<file path="config.mk">
export PLATFORM = sky130hd
export DESIGN_NAME = super_mac_ctrl
export DESIGN_NICKNAME = d
export VERILOG_FILES = /design/src/rtl/super_mac_ctrl.sv
export SDC_FILE = /design/constraint.sdc
export NUM_CORES = 1
export LEC_CHECK = 0
export CORE_AREA = 2 2 214 174
export CTS_CLUSTER_DIAMETER = 80
export CTS_CLUSTER_SIZE = 8
export DETAILED_ROUTE_END_ITERATION = 16
export DIE_AREA = 0 0 216 176
export MAX_ROUTING_LAYER = met4
export PLACE_DENSITY_LB_ADDON = 0.05
export SLEW_MARGIN = 20
export SYNTH_ARGS = -nofsm -noshare
export SYNTH_HDL_FRONTEND = slang
export SYNTH_SLANG_ARGS = --single-unit
</file>
<file path="constraint.sdc">
create_clock -name clk -period 3.65 [get_ports clk]
set_input_delay 0.73 -clock clk [delete_from_list [all_inputs] [get_ports clk]]
set_output_delay 0.73 -clock clk [all_outputs]
set_load 0.01 [all_outputs]
</file>
<file path="src/rtl/super_mac_ctrl.sv">
// super_mac_ctrl: issue sequencer and result collector for the 36-tap
// super_MAC dot-product pipeline. Hands out operand slots, tracks each
// issued vector through the MAC's fixed latency, accumulates multi-pass
// partial sums, saturates finished sums and queues them in a credit-guarded
// result FIFO.
module super_mac_ctrl #(
    parameter int ACCUMULATOR_WIDTH = 32,
    parameter int OUTPUT_WIDTH      = 32,
    parameter int MAC_LATENCY       = 3,
    parameter int PASS_CNT_WIDTH    = 8,
    parameter int OUT_CNT_WIDTH     = 16,
    parameter int FIFO_DEPTH        = 4
) (
    input  logic                                clk,
    input  logic                                arst_n_in,
    input  logic                                start,
    input  logic [OUT_CNT_WIDTH-1:0]            num_outputs,
    input  logic [PASS_CNT_WIDTH-1:0]           num_passes,
    input  logic                                operand_valid,
    output logic                                operand_ready,
    output logic [OUT_CNT_WIDTH-1:0]            out_idx,
    output logic [PASS_CNT_WIDTH-1:0]           pass_idx,
    input  logic signed [ACCUMULATOR_WIDTH-1:0] mac_out,
    output logic signed [OUTPUT_WIDTH-1:0]      result_data,
    output logic                                result_valid,
    input  logic                                result_ready,
    output logic                                busy,
    output logic                                done
);

    localparam int CRED_W = $clog2(FIFO_DEPTH + 1);
    localparam int PTR_W  = (FIFO_DEPTH > 1) ? $clog2(FIFO_DEPTH) : 1;
    localparam int TAIL   = MAC_LATENCY - 1;

    typedef enum logic [1:0] {ST_IDLE, ST_RUN, ST_DRAIN} state_t;

    state_t                              state_q, state_d;
    logic [OUT_CNT_WIDTH-1:0]            cfg_outs_q;
    logic [PASS_CNT_WIDTH-1:0]           cfg_last_pass_q;
    logic [OUT_CNT_WIDTH-1:0]            out_idx_q;
    logic [PASS_CNT_WIDTH-1:0]           pass_idx_q;
    logic [CRED_W-1:0]                   credits_q;
    logic [MAC_LATENCY-1:0]              vld_q, first_q, last_q;
    logic signed [ACCUMULATOR_WIDTH-1:0] acc_q;
    logic signed [ACCUMULATOR_WIDTH-1:0] mac_sum;
    logic signed [OUTPUT_WIDTH-1:0]      sat_sum;
    logic signed [OUTPUT_WIDTH-1:0]      fifo_mem_q [FIFO_DEPTH];
    logic [PTR_W-1:0]                    wr_ptr_q, rd_ptr_q;
    logic [CRED_W-1:0]                   count_q;

    logic issue, is_last_pass, is_last_out, accept_start;
    logic push, pop, credit_take, pipe_empty, fifo_empty;

    assign accept_start = (state_q == ST_IDLE) && start;
    assign issue        = operand_valid && operand_ready;
    assign is_last_pass = (pass_idx_q == cfg_last_pass_q);
    assign is_last_out  = (out_idx_q == (cfg_outs_q - 1'b1));
    assign credit_take  = issue && is_last_pass;
    assign pop          = result_valid && result_ready;
    assign push         = vld_q[TAIL] && last_q[TAIL];
    assign pipe_empty   = ~|vld_q;
    assign fifo_empty   = (count_q == '0);

    assign out_idx      = out_idx_q;
    assign pass_idx     = pass_idx_q;
    assign result_valid = !fifo_empty;
    assign result_data  = fifo_mem_q[rd_ptr_q];

    // State register
    always_ff @(posedge clk or negedge arst_n_in) begin
        if (!arst_n_in) state_q <= ST_IDLE;
        else            state_q <= state_d;
    end

    // Next-state logic
    always_comb begin
        state_d = state_q;
        case (state_q)
            ST_IDLE:  if (start) state_d = (num_outputs == '0) ? ST_DRAIN : ST_RUN;
            ST_RUN:   if (issue && is_last_pass && is_last_out) state_d = ST_DRAIN;
            ST_DRAIN: if (pipe_empty && fifo_empty) state_d = ST_IDLE;
            default:  state_d = ST_IDLE;
        endcase
    end

    // Outputs: a last-pass issue needs a credit so the FIFO can never overflow
    always_comb begin
        operand_ready = 1'b0;
        busy          = (state_q != ST_IDLE);
        done          = 1'b0;
        case (state_q)
            ST_RUN:   operand_ready = !is_last_pass || (credits_q != '0);
            ST_DRAIN: done = pipe_empty && fifo_empty;
            default:  ;
        endcase
    end

    // Job configuration and issue counters; num_passes==0 behaves as 1
    always_ff @(posedge clk or negedge arst_n_in) begin
        if (!arst_n_in) begin
            cfg_outs_q      <= '0;
            cfg_last_pass_q <= '0;
            out_idx_q       <= '0;
            pass_idx_q      <= '0;
        end else if (accept_start) begin
            cfg_outs_q      <= num_outputs;
            cfg_last_pass_q <= (num_passes == '0) ? '0 : num_passes - 1'b1;
            out_idx_q       <= '0;
            pass_idx_q      <= '0;
        end else if (issue) begin
            if (is_last_pass) begin
                pass_idx_q <= '0;
                out_idx_q  <= out_idx_q + 1'b1;
            end else begin
                pass_idx_q <= pass_idx_q + 1'b1;
            end
        end
    end

    // Credits: one per FIFO slot, reserved at last-pass issue, returned on pop
    always_ff @(posedge clk or negedge arst_n_in) begin
        if (!arst_n_in)                 credits_q <= CRED_W'(FIFO_DEPTH);
        else if (credit_take && !pop)   credits_q <= credits_q - 1'b1;
        else if (pop && !credit_take)   credits_q <= credits_q + 1'b1;
    end

    // Valid pipe head: captures each issue alongside the MAC's first register
    always_ff @(posedge clk or negedge arst_n_in) begin
        if (!arst_n_in) begin
            vld_q[0]   <= 1'b0;
            first_q[0] <= 1'b0;
            last_q[0]  <= 1'b0;
        end else begin
            vld_q[0]   <= issue;
            first_q[0] <= issue && (pass_idx_q == '0);
            last_q[0]  <= issue && is_last_pass;
        end
    end

    generate
        for (genvar gi = 1; gi < MAC_LATENCY; gi++) begin : g_pipe
            // Remaining pipe stages shift unconditionally, as the MAC cannot stall
            always_ff @(posedge clk or negedge arst_n_in) begin
                if (!arst_n_in) begin
                    vld_q[gi]   <= 1'b0;
                    first_q[gi] <= 1'b0;
                    last_q[gi]  <= 1'b0;
                end else begin
                    vld_q[gi]   <= vld_q[gi-1];
                    first_q[gi] <= first_q[gi-1];
                    last_q[gi]  <= last_q[gi-1];
                end
            end
        end
    endgenerate

    // Partial sum for the entry aligned with mac_out (wraps at accumulator width)
    assign mac_sum = first_q[TAIL] ? mac_out : acc_q + mac_out;

    generate
        if (OUTPUT_WIDTH == ACCUMULATOR_WIDTH) begin : g_nosat
            assign sat_sum = mac_sum;
        end else begin : g_sat
            logic [ACCUMULATOR_WIDTH-OUTPUT_WIDTH:0] upper;
            logic                                    fits;
            assign upper   = mac_sum[ACCUMULATOR_WIDTH-1:OUTPUT_WIDTH-1];
            assign fits    = (&upper) || !(|upper);
            assign sat_sum = fits ? mac_sum[OUTPUT_WIDTH-1:0]
                           : (mac_sum[ACCUMULATOR_WIDTH-1] ? {1'b1, {(OUTPUT_WIDTH-1){1'b0}}}
                                                           : {1'b0, {(OUTPUT_WIDTH-1){1'b1}}});
        end
    endgenerate

    // Accumulator tracks the running sum of the output currently at the tail
    always_ff @(posedge clk or negedge arst_n_in) begin
        if (!arst_n_in)        acc_q <= '0;
        else if (vld_q[TAIL])  acc_q <= mac_sum;
    end

    // Result FIFO; credits make a push into a full FIFO impossible
    always_ff @(posedge clk or negedge arst_n_in) begin
        if (!arst_n_in) begin
            for (int i = 0; i < FIFO_DEPTH; i++) fifo_mem_q[i] <= '0;
            wr_ptr_q <= '0;
            rd_ptr_q <= '0;
            count_q  <= '0;
        end else begin
            if (push) begin
                fifo_mem_q[wr_ptr_q] <= sat_sum;
                wr_ptr_q <= (wr_ptr_q == PTR_W'(FIFO_DEPTH - 1)) ? '0 : wr_ptr_q + 1'b1;
            end
            if (pop)
                rd_ptr_q <= (rd_ptr_q == PTR_W'(FIFO_DEPTH - 1)) ? '0 : rd_ptr_q + 1'b1;
            if (push && !pop)      count_q <= count_q + 1'b1;
            else if (pop && !push) count_q <= count_q - 1'b1;
        end
    end

endmodule

</file>
======== After elaboration in Yosys (flattened, before gate mapping) ========
Index checks and enable logic that the tools add are counted.
cells by class
  $add $sub $neg .......................... 11
  $lt $le $gt $ge ......................... 3
  equality and inequality tests ........... 9
  mux-type cells .......................... 27
  bitwise operators ....................... 2
  reductions and logical operators ........ 34
operators by type and width
  cell                   number
  $bwmux 128             1
  $mux 32                4
  $bmux 32 s2            1
  $demux 32 s2           1
  $mux 16                3
  $add 32x32->32         1
  $mux 8                 4
  $add 16x1->16 const B  1
  $eq 16x16->1           1
  $logic_not 16->1       1
  $logic_not 8->1        2
  $sub 16x1->16 const B  1
  $logic_and 1x1->1      13
  $mux 2                 6
  $mux 3                 4
  $reduce_bool 2->1      5
  $add 8x1->8 const B    1
  $eq 8x8->1             1
  $sub 8x1->8 const B    1
  $add 3x1->3 const B    2
  $eq 2x2->1 const B     3
  $ge 3x3->1 const B     2
  $logic_not 1->1        6
  $ne 2x2->1 const B     3
  14 further kinds       18
storage, ports and cells
  bits in registers ....................... 229
  input port bits ......................... 61
  logic and storage cells ................. 109

======== Longest topological paths before layout ========
  depth after elaboration ................. 10
  depth in mapped cells ................... 11
  gate-level depth less buffers ........... 11

======== Worst setup path before layout ========
Ideal clock, no wire load.
  path kind ............................... input -> register
  start point ............................. in mac_out[0]
  end point ............................... reg acc_q[24]
  library setup time ...................... 0.077 ns
  arrival ................................. 2.892 ns
  data required time ...................... 3.573 ns
  slack ................................... 0.680 ns
  cell stages on the path ................. 11
  buffers on the path ..................... 0
  path through ............................ ha_1 > inv_1 > fa_1 > nor2b_1 > o31a_1 > o2111a_1 > o31ai_1 > a211o_1 > and3b_1 > o31a_1 > a21oi_1
between the ends
  longest elaborated chain between the ends .. 2
ends and longest elaborated chain
  element                 line  RTL
  start: declaration      23    input logic signed [ACCUMULATOR_WIDTH-1:0] mac_out,
  $add 32x32->32          158   assign mac_sum = first_q[TAIL] ? mac_out : acc_q + mac_out;
  $mux 32                 158
  end signal: assignment  177   else if (vld_q[TAIL]) acc_q <= mac_sum;
  end: declaration        44    logic signed [ACCUMULATOR_WIDTH-1:0] acc_q;
Every way passes these cells.
A chain may end at the register's enable or synchronous reset.

======== Final worst setup path ========
  start point ............................. reg rd_ptr_q[0]
  end point ............................... out result_data[2]
between the ends
  longest elaborated chain between the ends .. 4
ends and longest elaborated chain
  element                                     line  RTL
  start: declaration                          48    logic [PTR_W-1:0] wr_ptr_q, rd_ptr_q;
  start signal: assignment                    193   rd_ptr_q <= (rd_ptr_q == PTR_W'(FIFO_DEPTH - 1)) ? '0 : rd_ptr_q + 1'b1;
  $not 2->3 (not written as such)             67    assign result_data = fifo_mem_q[rd_ptr_q];
  $bmux 32 s2                                 67
  $mux 32 (not written as such) (2 in a row)  67
  end: declaration                            24    output logic signed [OUTPUT_WIDTH-1:0] result_data,
Every way passes these cells. The select of a mux whose other input is x is not followed.

==> flow_metrics.env <==
export IMPL_status="completed"
export IMPL_die_y_um=176
export IMPL_final_cell_area_mm2=0.01539
export IMPL_crit_path_top_delay_cell="dfrtp_2"
export IMPL_crit_fanout=25
export IMPL_clockRootBuffer="clkbuf_16"
export IMPL_mostFrequentLayoutCell="nand2_1"
export IMPL_arrival_ns=2.58
export IMPL_grt_pass1_wl_um=56170
export IMPL_r2r_cells=12
export IMPL_cts_tree="yes"
export IMPL_final_cell_mix="227 x nand2_1, 226 x dfrtp_1, 119 x clkdlybuf4s50_1"
export IMPL_insertion_delay_ns=0.53
export IMPL_wl_per_cell_um=18.02
export IMPL_io_pins=121
export IMPL_design_core_area_mm2=0.03568
export IMPL_r2r_end="fifo_mem_q[20]$_DFFE_PN0P_"
export IMPL_grt_overflow=0
export IMPL_start_util_pct=34.86
export IMPL_hold_ws_ns=0.1702
export IMPL_nets=1552
export IMPL_switching_share_pct=25.03
export IMPL_setup_viol=0
export IMPL_worstPathCellList="buf_12 > mux4_2 > clkdlybuf4s50_1"
export IMPL_num_antenna_cells=0
export IMPL_cts_buffer_depth=3
export IMPL_hold_buffers=0
export IMPL_r2r_start="acc_q[0]$_DFFE_PN0P_"
export IMPL_synthArstFlopShare_pct=100.0
export IMPL_fin_ws_ns=0.3362
export IMPL_ctsResizeCount=0
export IMPL_drtIter0Drc=599
export IMPL_rsz0062_at_grt="false"
export IMPL_wirelength_um=34840
export IMPL_grtUsageTotal_pct=19.38
export IMPL_route_vias_total=9773
export IMPL_dr_pass1_iters=5
export IMPL_grt_max_degree=80
export IMPL_ant_nets=0
export IMPL_grt_pass1_vias=9583
export IMPL_num_rows=62
export IMPL_area_delta_synth_final_pct=23.76
export IMPL_synth_area_mm2=0.01244
export IMPL_avgSynthCellArea_um2=9.538
export IMPL_critPathRequiredTime_ns=2.92
export IMPL_yosysSeqAreaShare_pct=46.08
export IMPL_cts_buffers=34
export IMPL_start_kind="register"
export IMPL_cp_end_kind="output pin"
export IMPL_setup_tns_ns=0
export IMPL_p_int_mw=4.447
export IMPL_clkSinkCount=229
export IMPL_tightestPinTransition_ns=1.141
export IMPL_slew_violations=0
export IMPL_viasPerCell=5.053
export IMPL_timing_fmax_mhz=301.8
export IMPL_clk_pin_slew_ns=0.05
export IMPL_synth_nets=1411
export IMPL_nFillCells=3563
export IMPL_r2r_slack_ns=0.72
export IMPL_dpl_instance_area_mm2=0.01445
export IMPL_p_leak_nw=6.675
export IMPL_ys_warnings_count=0
export IMPL_worstSetupPathType="register to output pin"
export IMPL_layout_drive_gt1_share_pct=10.80
export IMPL_hold_violations=0
export IMPL_htree_levels=2
export IMPL_drc=0
export IMPL_max_slew_margin_rel_pct=23.10
export IMPL_p_seq_share_pct=42.9
export IMPL_hpwlAfterDp_um=24650
export IMPL_die_w_um=216
export IMPL_timing_final_crit_share_pct=90.79
export IMPL_yosys_most_used_dff="dfrtp_1"
export IMPL_finalWeightedCongestion=0.8272
export IMPL_io_buffers=120
export IMPL_ys_types=71
export IMPL_power_frac_clock_pct=48.4
export IMPL_antenna_found_initial=2
export IMPL_ir_drop_v=0.0002540
export IMPL_hp_class="input pin to asynchronous set/reset pin"
export IMPL_dieArea_mm2=0.03802
export IMPL_power_density_mw_per_mm2=385.3
export IMPL_place_ws_ns=-0.1407
export IMPL_maxCapViolCount=0
export IMPL_synth_seq_cells=229
export IMPL_fin_crit_ns=3.314
export IMPL_syn_inst=1304
export IMPL_synth_edff_count=0
export IMPL_fin_worst_skew_ns=0.01896
export IMPL_p_total_mw=5.931
export IMPL_p_switching_mw=1.485
export IMPL_cts_setup_buffers=0
export IMPL_slowest_delay_ns=0.61
export IMPL_p_comb_share_pct=8.8
## logic make-up after synthesis
family	share of synthesized area (%)
DFF	46.08
buffers and inverters	3.058
muxes	7.484
and+or+nand+nor	17.04
xor gates and xnor gates	5.915
adders and majority gates	4.808
AOI/OAI and AO/OA	15.61
## metrics by stage
stage          instances  utilization, %
4_1_cts             1934           43.14
3_5_place_dp        1889           40.49
2_1_floorplan       1304               -
5_1_grt             1934           43.14
6_report            1934           43.14
3_3_place_gp        1889           40.49
## synthesized netlist by cell type, drive strengths merged (15+ instances only)
library cell  instances  area [µm²]
mux4                 32       720.7
inv                  29       108.9
xor2                 42       367.9
ha                   43       538.0
nor3                 19       117.6
clkbuf               57       214.0
and3                 16       100.1
xnor2                42       367.9
a21o                 15       112.6
dfrtp               228        5705
o21ai               161       805.8
nand3                15       75.07
mux2i                15       153.9
a21oi                84       420.4
nand2               232       873.3
nor2                111       416.7
## metal layers
metal	global-route usage [%]	part of all wire [%]
met1	30.60	54
met2	25.27	39
met3	3.583	5.2
met4	4.138	1.6
met5	-	0
## worst max-delay path by stage
stage | start | end | slack, ns | depth (start not counted)
2_1_floorplan | mac_out[0] | acc_q[24]$_DFFE_PN0P_ | 0.68 | 11
3_3_place_gp | mac_out[0] | acc_q[24]$_DFFE_PN0P_ | -0.1 | 12
3_5_place_dp | mac_out[0] | acc_q[24]$_DFFE_PN0P_ | -0.14 | 12
4_1_cts | rd_ptr_q[0]$_DFFE_PN0P_ | result_data[2] | 0.27 | 3
5_1_grt | mac_out[0] | fifo_mem_q[48]$_DFFE_PN0P_ | 0.15 | 13
6_report | rd_ptr_q[0]$_DFFE_PN0P_ | result_data[2] | 0.34 | 3
## flip-flops by register name (all words and copies together), names as in the netlist
name,flops
first_q,3
vld_q,3
pass_idx,8
state_q,2
out_idx,16
count_q,3
cfg_outs_q,16
wr_ptr_q,2
fifo_mem_q,128
rd_ptr_q,2
acc_q,32
credits_q,3
cfg_last_pass_q,8
last_q,3
## layout make-up
| type | instances | area, µm² | share of cell area (%) |
|---|---|---|---|
| clock buffers | 41 | 877.1 | 5.698 |
| multi-input cells | 976 | 6336 | 41.16 |
| inverters | 29 | 108.9 | 0.7071 |
| flip-flops and latches | 229 | 5734 | 37.25 |
| repair buffers | 175 | 1669 | 10.84 |
| well taps | 480 | 600.6 | 3.901 |
| clock inverters | 4 | 67.56 | 0.4389 |
## worst max-delay path, delay by kind of cell (launching register included)
| kind | cells | cell delay, ns |
|---|---|---|
| buffers and inverters | 2 | 0.82 |
| flip-flops | 1 | 0.61 |
| multiplexers | 1 | 0.59 |
## power groups by stage
stage                     Clock, mW  Combinational [mW]  Sequential [mW]
after floorplan                   0               0.231             2.59
after detailed placement          0               0.523             2.59
final                          2.87               0.520             2.54
after global routing           3.07               0.580             2.54
after global placement            0               0.524             2.59
after CTS                      2.98               0.525             2.54
No activity file was read; power rests on OpenSTA's default activity.
==> RTL edit: new RTL, same flow settings <==
Set the parameter `OUT_CNT_WIDTH` to 32 (it was 16).
--- a/src/rtl/super_mac_ctrl.sv
+++ b/src/rtl/super_mac_ctrl.sv
@@ -8,7 +8,7 @@
     parameter int OUTPUT_WIDTH      = 32,
     parameter int MAC_LATENCY       = 3,
     parameter int PASS_CNT_WIDTH    = 8,
-    parameter int OUT_CNT_WIDTH     = 16,
+    parameter int OUT_CNT_WIDTH     = 32,
     parameter int FIFO_DEPTH        = 4
 ) (
     input  logic                                clk,
Ports: changed (resized num_outputs and out_idx); port bits go from 121 to 153. No check against the original RTL was run, so the function may have changed too.
==> RTL edit against the original RTL <==
Die area is the same; area after synthesis is 12% higher; sequential cell count up 32; cell count grew 13%; design area grew 15%; setup slack worse by 0.19 ns; routed wire length grew 9.1%; critical path type unchanged; largest cell class unchanged.
Power is not compared: it rests on default switching activity, and its combinational part moved more than twofold at a synthesized area within 25%.
==> RTL edit: results (changes against the original RTL) <==
- The worst slack on hold paths came to 0.231 ns (+0.0609 ns).
- The maximum fanout count along the critical path is 3 (-88%).
- The multiplexer share of the synthesized area was 0.0664 (-0.00848).
* Total instance count after detailed placement: 2142 (+13%)
* Distinct cells, synth: 63 (-11%)
- The synthesized-area fraction occupied by ao, oa, aoi and oai cells came to 0.139 (-0.0176).
* Hpwl dp: 27300 um (+11%)
- Cell types occupying the most area after synthesis: sky130_fd_sc_hd__dfrtp_1 47%, sky130_fd_sc_hd__nand2_1 7.5%, sky130_fd_sc_hd__o21ai_0 6.4%, sky130_fd_sc_hd__mux4_2 5.2%, sky130_fd_sc_hd__xor2_1 4.1%
* Port bufs: 152 (+27%)
- The most critical setup path has its startpoint at count_q[0].
- The post-synthesis share of cell area spent on xor and xnor gates was 0.0710 (+0.0119).
* Number of cell instances on the worst register-to-register path: 10 (-2)
* Routed wire per std cell: 17.4 um (-3.7%)
- First-pass GRT wire length: 61600 um (+9.7%)
- Post-route insts no fill: 2191 (+13%)
- Worst-margin pin slew: 0.769 ns (-0.373 ns)
* Number of nets in the layout: 1825 (+18%)
- Fraction of final layout cells sized beyond drive strength 1: 0.113 (+0.00541)
- Outcome: completed
- Gp weighted congestion: 0.881 (+6.5%)
- The setup clock skew after layout is 0.0156 ns (-0.00335 ns).
* Number of fillers in the final layout: 3356 (-5.8%)
- Cell area after placement: 0.0166 sq mm (+15%)
- Sorting the synthesized cells by how often they occur yields 279 x sky130_fd_sc_hd__nand2_1, 260 x sky130_fd_sc_hd__dfrtp_1, 178 x sky130_fd_sc_hd__o21ai_0.
* Reg-to-reg setup timing slack: 0.21 ns (-0.51 ns)
* Termination of the worst setup path: done
* Via count of the first global-routing pass: 11100 (+15%)
- The mean number of vias per cell came to 5.13 (+1.4%).
==> RTL edit: changes by cell type in the layout (fill, tap and decap cells not counted), moves of 8 or more <==
| cell | change |
|---|---|
| sky130_fd_sc_hd__clkdlybuf4s50_1 | +32 |
| sky130_fd_sc_hd__o21ai_1 | -44 |
| sky130_fd_sc_hd__nor4_1 | +8 |
| sky130_fd_sc_hd__dfrtp_1 | +31 |
| sky130_fd_sc_hd__buf_4 | +41 |
| sky130_fd_sc_hd__xor2_1 | +23 |
| sky130_fd_sc_hd__nand2_1 | +48 |
| sky130_fd_sc_hd__or3_1 | +15 |
| sky130_fd_sc_hd__o21ai_0 | +62 |
| sky130_fd_sc_hd__nor2_1 | +9 |
| sky130_fd_sc_hd__nor3_1 | +9 |
==> RTL edit: worst max-delay path, stage by stage (launching register included) <==
cell and delay [ns]:
sky130_fd_sc_hd__dfrtp_1 0.42, sky130_fd_sc_hd__or3_1 0.46, sky130_fd_sc_hd__or4_1 0.47, sky130_fd_sc_hd__nor3b_1 0.30, sky130_fd_sc_hd__clkdlybuf4s50_1 0.61
==> RTL edit: routing by layer <==
layer | part of all wire | vias up | track usage | wire length (um)
met3 | 0.037 | 52 | 0.0298 | 1390
li1 | - | 5626 | - | -
met1 | 0.51 | 5368 | 0.310 | 19500
met2 | 0.44 | 183 | 0.307 | 16600
met5 | 0 | - | - | 0
met4 | 0.016 | 0 | 0.0499 | 622
==> RTL edit: final cells by class <==
class / instances / share of cell area
Sequential cell: 261 / 0.370
Multi-Input combinational cell: 1119 / 0.398
Clock inverter: 1 / 0.000283
Clock buffer: 48 / 0.0596
Tap cell: 480 / 0.0340
Inverter: 33 / 0.00702
Timing Repair Buffer: 249 / 0.131
